**src/rtl/ws2812b_pixel_tx.sv**
```systemverilog
// WS2812B serial transmitter: a one-pixel holding buffer feeds a 24-bit shifter that emits
// fixed-period bits (G, R, B, MSB first), and each frame is closed with a low latch period.
module ws2812b_pixel_tx #(
    parameter int unsigned BIT_CYCLES   = 80,
    parameter int unsigned T0H_CYCLES   = 26,
    parameter int unsigned T1H_CYCLES   = 51,
    parameter int unsigned LATCH_CYCLES = 3840
) (
    input  logic        clk,
    input  logic        reset,
    input  logic        pix_valid,
    input  logic [23:0] pix_grb,
    input  logic        pix_last,
    output logic        pix_ready,
    output logic        dout,
    output logic        busy,
    output logic        frame_done,
    output logic        underrun
);

    localparam int unsigned CNT_MAX = (LATCH_CYCLES > BIT_CYCLES) ? LATCH_CYCLES : BIT_CYCLES;
    localparam int unsigned CW      = $clog2(CNT_MAX + 1);

    localparam logic [CW-1:0] T0H_LAST   = CW'(T0H_CYCLES - 1);
    localparam logic [CW-1:0] T1H_LAST   = CW'(T1H_CYCLES - 1);
    localparam logic [CW-1:0] BIT_LAST   = CW'(BIT_CYCLES - 1);
    localparam logic [CW-1:0] LATCH_LAST = CW'(LATCH_CYCLES - 1);

    if (!(T0H_CYCLES > 0 && T0H_CYCLES < T1H_CYCLES && T1H_CYCLES < BIT_CYCLES &&
          LATCH_CYCLES > 0)) begin : g_param_check
        $error("ws2812b_pixel_tx: require 0 < T0H_CYCLES < T1H_CYCLES < BIT_CYCLES");
    end

    typedef enum logic [1:0] {StIdle, StHigh, StLow, StLatch} state_e;

    state_e        state_q, state_d;
    logic [CW-1:0] cnt_q, cnt_d;
    logic [4:0]    bit_idx_q, bit_idx_d;
    logic [23:0]   shift_q, shift_d;
    logic          cur_last_q, cur_last_d;
    logic [23:0]   buf_data_q, buf_data_d;
    logic          buf_last_q, buf_last_d;
    logic          buf_full_q, buf_full_d;
    logic          dout_q, dout_d;
    logic          frame_done_q, frame_done_d;
    logic          underrun_q, underrun_d;
    logic          load;
    logic          accept;

    always_ff @(posedge clk) begin
        if (reset) begin
            state_q      <= StIdle;
            cnt_q        <= '0;
            bit_idx_q    <= '0;
            shift_q      <= '0;
            cur_last_q   <= 1'b0;
            buf_data_q   <= '0;
            buf_last_q   <= 1'b0;
            buf_full_q   <= 1'b0;
            dout_q       <= 1'b0;
            frame_done_q <= 1'b0;
            underrun_q   <= 1'b0;
        end else begin
            state_q      <= state_d;
            cnt_q        <= cnt_d;
            bit_idx_q    <= bit_idx_d;
            shift_q      <= shift_d;
            cur_last_q   <= cur_last_d;
            buf_data_q   <= buf_data_d;
            buf_last_q   <= buf_last_d;
            buf_full_q   <= buf_full_d;
            dout_q       <= dout_d;
            frame_done_q <= frame_done_d;
            underrun_q   <= underrun_d;
        end
    end

    always_comb begin
        state_d      = state_q;
        cnt_d        = cnt_q;
        bit_idx_d    = bit_idx_q;
        shift_d      = shift_q;
        cur_last_d   = cur_last_q;
        frame_done_d = 1'b0;
        underrun_d   = 1'b0;
        load         = 1'b0;

        // The counter runs across the whole bit; HIGH->LOW happens mid-count.
        unique case (state_q)
            StIdle: begin
                cnt_d = '0;
                if (buf_full_q) begin
                    load    = 1'b1;
                    state_d = StHigh;
                end
            end
            StHigh: begin
                cnt_d = cnt_q + 1'b1;
                if (cnt_q == (shift_q[23] ? T1H_LAST : T0H_LAST)) begin
                    state_d = StLow;
                end
            end
            StLow: begin
                if (cnt_q == BIT_LAST) begin
                    cnt_d = '0;
                    if (bit_idx_q != 5'd23) begin
                        shift_d   = {shift_q[22:0], 1'b0};
                        bit_idx_d = bit_idx_q + 5'd1;
                        state_d   = StHigh;
                    end else if (buf_full_q && !cur_last_q) begin
                        load    = 1'b1;
                        state_d = StHigh;
                    end else begin
                        bit_idx_d  = '0;
                        state_d    = StLatch;
                        underrun_d = !cur_last_q;
                    end
                end else begin
                    cnt_d = cnt_q + 1'b1;
                end
            end
            StLatch: begin
                if (cnt_q == LATCH_LAST) begin
                    cnt_d        = '0;
                    state_d      = StIdle;
                    frame_done_d = 1'b1;
                end else begin
                    cnt_d = cnt_q + 1'b1;
                end
            end
            default: begin
                state_d = StIdle;
                cnt_d   = '0;
            end
        endcase

        if (load) begin
            shift_d    = buf_data_q;
            cur_last_d = buf_last_q;
            bit_idx_d  = '0;
        end

        dout_d = (state_d == StHigh);
    end

    assign accept = pix_valid && !buf_full_q;

    always_comb begin
        buf_data_d = buf_data_q;
        buf_last_d = buf_last_q;
        buf_full_d = (buf_full_q && !load) || accept;
        if (accept) begin
            buf_data_d = pix_grb;
            buf_last_d = pix_last;
        end
    end

    assign pix_ready  = !buf_full_q;
    assign busy       = (state_q != StIdle) || buf_full_q;
    assign dout       = dout_q;
    assign frame_done = frame_done_q;
    assign underrun   = underrun_q;

endmodule
```
**config.mk**
```make
export PLATFORM = sky130hd
export DESIGN_NAME = ws2812b_pixel_tx
export DESIGN_NICKNAME = d
export VERILOG_FILES = /design/src/rtl/ws2812b_pixel_tx.sv
export SDC_FILE = /design/constraint.sdc
export NUM_CORES = 1
export LEC_CHECK = 0
export BUFFER_PORTS_ARGS = -buffer_cell sky130_fd_sc_hd__buf_2
export CORE_MARGIN = 5
export CORE_UTILIZATION = 31
export DETAILED_ROUTE_END_ITERATION = 16
export SLEW_MARGIN = 20
export SYNTH_ARGS = -nofsm -noshare
export SYNTH_HDL_FRONTEND = slang
export SYNTH_SLANG_ARGS = --single-unit
```
**constraint.sdc**
```tcl
create_clock -name clk -period 3.3 [get_ports clk]
set_clock_uncertainty 0.2 [all_clocks]
set_input_delay 0.33 -clock clk [delete_from_list [all_inputs] [get_ports clk]]
set_output_delay 0.33 -clock clk [all_outputs]
set_load 0.05 [all_outputs]
```
==> results of run 1 <==
-- path summary, 6_finish.rpt --
| kind | startpoint | endpoint | slack [ns] | cells after the start |
|---|---|---|---|---|
| min | pix_grb[3] | buf_data_q[3]$_SDFFE_PP0P_ | 0.02 | 3 |
| max reg2reg | cnt_q[8]$_SDFF_PP0_ | bit_idx_q[4]$_SDFFE_PP0P_ | 0.57 | 5 |
| min reg2reg | buf_data_q[21]$_SDFFE_PP0P_ | buf_data_q[21]$_SDFFE_PP0P_ | 0.26 | 2 |
| max | cnt_q[8]$_SDFF_PP0_ | bit_idx_q[4]$_SDFFE_PP0P_ | 0.57 | 5 |
-- routing by layer --
metal	track usage, %	wire length (µm)	up-vias
li1	-	-	1386
met1	15.1	3290	1252
met2	18.3	3210	50
met3	3.22	307	11
met4	5.17	176	0
met5	0	0	-
-- per-stage QoR --
stage	setup slack, ns	instances	hold WS, ns	power, W
after floorplan	0.973	376	0.214	0.00118
after global placement	0.655	520	0.249	0.00124
after detailed placement	0.593	520	0.251	0.00125
after CTS	0.572	554	0.000867	0.00189
after global routing	0.333	554	0.0105	0.00196
final	0.566	554	0.0199	0.00186
-- flip-flops by register name, summed over array words and instances, names as in the netlist --
name / flops
underrun: 1
shift_q: 24
dout: 1
frame_done: 1
bit_idx_q: 5
state_q: 2
cnt_q: 12
buf_data_q: 24
cur_last_q: 1
buf_full_q: 1
buf_last_q: 1
-- final cells by class --
type	instances	area [µm²]	area share (%)
Clock buffer	10	128	3.38
Clock inverter	6	42.5	1.13
Inverter	3	11.3	0.298
Multi-Input combinational cell	276	1610	42.5
Sequential cell	73	1460	38.7
Tap cell	133	166	4.41
Timing Repair Buffer	53	363	9.61
-- critical path, stage by stage (launching register included) --
cell	delay (ns)
dfxtp_1	0.36
or4_4	0.57
nor4_4	0.54
nand2_2	0.31
or4_1	0.53
a21oi_1	0.15
-- what timing repair did --
item                                   4_1_cts  5_1_grt
setup endpoints to repair                    0        0
setup buffers                                0        0
endpoints found under the hold margin       18        0
hold buffers                                18        0
-- report_power, final --
| part | switching, W | internal [W] | leakage (nW) | total [W] |
|---|---|---|---|---|
| Sequential | 0.0000402 | 0.000939 | 0.596 | 0.000979 |
| Clock | 0.000339 | 0.000274 | 0.0827 | 0.000612 |
| Combinational | 0.000158 | 0.000107 | 0.714 | 0.000265 |
-- placed cells by master (no fill, tap or decap), types with 2 or more instances in the layout --
cell type and n:
dfxtp_1 73, nand2_1 64, nor2_1 57, a21oi_1 34
buf_2 32, nor3_1 24, nor4_2 20, dlygate4sd3_1 18
nor4_1 11, nand3_1 10, clkbuf_8 9, xor2_1 6
xnor2_1 5, nand2b_1 4, inv_1 3, and3_1 3
buf_4 3, and4b_1 2, or4_1 2, o21ai_0 2
and2_0 2, nand4b_1 2, or3_1 2, nor4bb_1 2
nor2b_1 2, ha_1 2, clkinvlp_4 2, clkinv_2 2
-- cell families (layout without fill, tap and decap cells) --
logic type	count (synthesis)	in the layout	synth area share (%)
buf+inv	27	72	3.46
mux	1	1	0.358
fa+ha+maj	2	2	0.795
compound gates	45	45	8.23
xor+xnor	11	11	3.06
simple gates	217	217	37.7
flops	73	73	46.4
==> metrics.yaml, run 1 <==
rows: 36
tightestPinTransition_ns: 0.863
synth_most_common_cell: "dfxtp_1"
fmax_ghz: 0.366
grt_pass1_wl_um: 12000
layout.nets: 446
status: "completed"
path_max_fanout: 15
fin_crit_sh_pct: 82.8
synth_edf_count: 0
cts_tree: "yes"
postSynthAreaPerCell_um2: 8.37
cts_resized: 0
insertedDiodeCount: 0
synthTopCellsByCount: "dfxtp_1, nand2_1, nor2_1"
netlist.area_leader.share_pct: 46.4
finalHoldViolCount: 0
syn2layout_area_growth_pct: 20.0
drive_above_1_share_pct: 18.3
p_leak_nw: 1.39
antenna_found_initial: 0
hold_path_class: "in -> reg"
cp.required_ns: 3.38
grt_pass1_vias: 2507
cts.htree.levels: 3
fin_crit_ns: 2.73
cts_buffer_depth: 2
timing.slew.headroom_pct: 42.3
gp_congestion: 0.797
post-route-drc-count: 0
gr-usage-all-layers_pct: 11.7
setup_viol: 0
syn_inst: 376
ys_ff_latch: 73
antenna_left: 0
wl_per_cell_um: 12.6
syn-cell-area_um2: 3150
cts-root-buf: "clkbuf_8"
dr.pass1.iters: 4
clock_sinks: 73
worstSetupStartpointType: "flip-flop"
clk_pin_slew_ns: 0.08
boundaryPins: 33
ir_drop_mv: 0.194
critical_path_class: "reg -> reg"
cp.arrival_ns: 2.81
die_h_um: 111
clkLatencyLatePin_ns: 0.35
ys.flop_type: "dfxtp_1"
synth_fp_nets: 406
grt_max_degree: 55
final_cell_area_um2: 3780
seq_area_frac_synth_pct: 46.4
async_reset_ff_share_pct: 0
vias: 2699
die_area_um2: 12300
finalMaxSlewViolations: 0
synth_area_leader_cell: "dfxtp_1"
maxCapViolCount: 0
yosys_warnings: 0
cts_buffers: 9
power.density_nw_per_um2: 492
fill_cells: 1048
synthTopCellsByArea: "dfxtp_1, nor4_2, nand2_1, nor2_1, a21oi_1"
grt-ovfl-total: 0
dpl.hpwl_um: 4470
place_area_um2: 3410
yosys.cell_types.count: 43
core_um2: 9820
rsz0062_at_grt: "false"
cp-end-kind: "flip-flop"
die_w_um: 111
portBuffers: 32
drt-initial-drc-count: 132
drt-vias-per-instance: 4.87
utilization_pct: 38.5
setup_tns_ns: 0
wl_um: 6990
initial_core_util_pct: 32.1
Power figures use the tool's default switching activity.
==> run 2, diff against run 1 <==
Clock period 3.3 ns to 2.35 ns, I/O delays scaled along.
==> metrics.yaml, run 2 (synthesis results as in run 1) <==
status: "completed"
rows: 36  # unchanged
final_cell_mix: "dfxtp_1, nand2_1, nor2_1, a21oi_1, buf_2"
multi_input_area_um2: 1680  # +4.7%
wl_per_cell_um: 13.8  # +9.3%
cts_buffers: 9  # unchanged
grt-ovfl-total: 0  # unchanged
instances_no_fill: 585  # +5.6%
worst_path_max_delay_cell: "or4_4"
clk_pin_slew_ns: 0.08  # about the same
cts.htree.levels: 3  # unchanged
worstReg2RegEnd: "shift_q[2]$_SDFFE_PP0P_"
dr.pass1.iters: 4  # unchanged
critical_path_class: "reg -> reg"
fin_crit_ns: 2.29  # -0.447 ns
path_depth: 7  # +2
final_common_cell: "dfxtp_1"
cts_tree: "yes"
p_leak_nw: 1.61  # +16%
crit_path_end: "shift_q[2]$_SDFFE_PP0P_"
gp_congestion: 0.830  # +4.1%
vias: 2894  # +7.2%
path_cells: "or4_4, nor4_4, buf_4, a31oi_4, buf_4, nor2_1, nor4_2"
crit_buf_inv: 2  # +2
finalHoldViolCount: 0  # unchanged
worstSetupStartpointType: "flip-flop"
layout.nets: 477  # +7.0%
cp.required_ns: 2.35  # -1.03 ns
dp.cells: 537  # +3.3%
cpLargestDelayFamily: "simple AND/OR/NAND/NOR gates"
antenna_found_initial: 0  # unchanged
hold_path_class: "in -> reg"
cp-end-kind: "flip-flop"
portBuffers: 32  # unchanged
insertedDiodeCount: 0  # unchanged
drive_above_1_share_pct: 26.1  # +7.8 points
cp.arrival_ns: 2.29  # -0.52 ns
power.density_nw_per_um2: 690  # +40%
drt-vias-per-instance: 4.95  # +1.5%
die_w_um: 111  # unchanged
core_um2: 9820  # unchanged
gr-usage-all-layers_pct: 12.6  # +0.92 points
antenna_left: 0  # unchanged
grt_max_degree: 58  # +5.5%
boundaryPins: 33  # unchanged
setup_tns_ns: 0  # unchanged
utilization_pct: 43.2  # +4.7 points
crit_top_cell: "buf_4"
dpl.hpwl_um: 4830  # +8.2%
top_regs: "buf_data_q: 24 flops, shift_q: 24 flops, cnt_q: 12 flops"
path_max_fanout: 11  # -4
grt_pass1_vias: 2748  # +9.6%
initial_core_util_pct: 32.1  # unchanged
die_area_um2: 12300  # unchanged
clock_sinks: 73  # unchanged
cts-root-buf: "clkbuf_8"
wl_um: 8070  # +15%
grt_pass1_wl_um: 12900  # +8.0%
fin_crit_sh_pct: 97.3  # +14 points
seq_area_um2: 1460  # about the same
syn2layout_area_growth_pct: 34.7
clkLatencyLatePin_ns: 0.34  # about the same
fmax_ghz: 0.437  # +20%
drt-initial-drc-count: 111  # -16%
fill_cells: 1020  # -2.7%
r2r-start: "cnt_q[9]$_SDFF_PP0_"
maxCapViolCount: 0  # unchanged
ir_drop_mv: 0.346  # +78%
crit_path_start: "cnt_q[9]$_SDFF_PP0_"
reg2reg_slack_ns: 0.06  # -0.50 ns
timing.slew.headroom_pct: 51.8  # +9.5 points
cpPeakStageDelay_ns: 0.55  # -0.02 ns
ff2ff_path_depth: 7  # +2
die_h_um: 111  # unchanged
setup_viol: 0  # unchanged
post-route-drc-count: 0  # unchanged
cts_buffer_depth: 2  # unchanged
tightestPinTransition_ns: 0.724  # -0.140 ns
finalMaxSlewViolations: 0  # unchanged
[run 2: cell types whose count changed in the layout (fill, tap and decap cells not counted), moves of 3 or more]
cell and delta:
nor4_2 +8, buf_12 +3, buf_4 +18, nor4_1 -8
dlygate4sd3_1 +7
[run 2: timing repair]
action	in CTS	in global routing
gates resized for setup	3	21
pin swaps	1	6
hold buffers	25	0
cloned	0	4
endpoints found under the setup margin	4	23
setup buffers	2	2
hold endpoints to repair	25	0
[run 2: worst min path at each step]
| stage | start | endpoint | slack [ns] | cells past startpoint |
|---|---|---|---|---|
| detailed placement | buf_data_q[16]$_SDFFE_PP0P_ | buf_data_q[16]$_SDFFE_PP0P_ | 0.25 | 2 |
| global route | reset | cnt_q[7]$_SDFF_PP0_ | 0.09 | 3 |
| CTS | pix_valid | buf_data_q[3]$_SDFFE_PP0P_ | 0.12 | 4 |
| floorplan | pix_grb[0] | buf_data_q[0]$_SDFFE_PP0P_ | 0.17 | 2 |
| global placement | buf_data_q[20]$_SDFFE_PP0P_ | buf_data_q[20]$_SDFFE_PP0P_ | 0.25 | 2 |
| finish | reset | cnt_q[7]$_SDFF_PP0_ | 0.09 | 3 |
[run 2: per-stage QoR]
step	cell area, µm²	power, W	hold WS, ns	setup WS (ns)
4_1_cts	4090	0.00292	0.117	0.0173
2_1_floorplan	3150	0.00166	0.171	0.0226
3_3_place_gp	3580	0.00176	0.251	0.0852
3_5_place_dp	3580	0.00177	0.250	-0.0169
5_1_grt	4240	0.00306	0.0851	-0.0183
6_report	4240	0.00293	0.0885	0.0625
[run 2: cell type report]
class | count | share of cell area, %
tap | 133 | 3.93
sequential | 73 | 34.5
multi-input combinational | 276 | 39.6
clock buffer | 12 | 3.66
timing repair buffer | 84 | 16.3
clock inverter | 4 | 1.74
inverter | 3 | 0.266
[run 2: power breakdown]
group	internal [W]	switching, W	leakage [nW]
combinational	0.000184	0.000243	0.896
sequential	0.00132	0.0000582	0.597
clock	0.000659	0.000463	0.117
total	0.00216	0.000765	1.61
[run 2: worst reg2reg max path: stages, from the launching register on]
cell     delay [ns]
dfxtp_2        0.32
or4_4          0.55
nor4_4         0.36
buf_4          0.20
a31oi_4        0.10
buf_4          0.23
nor2_1         0.13
nor4_2         0.06
[run 2: layer usage]
| metal | track usage [%] | up-vias | routed length (µm) | share of wire (%) |
|---|---|---|---|---|
| met5 | 0 | - | 0 | 0 |
| met1 | 15.6 | 1358 | 3720 | 46 |
| met2 | 20.1 | 75 | 3760 | 47 |
| met3 | 3.06 | 18 | 379 | 4.7 |
| met4 | 7.14 | 0 | 221 | 2.7 |
| li1 | - | 1443 | - | - |
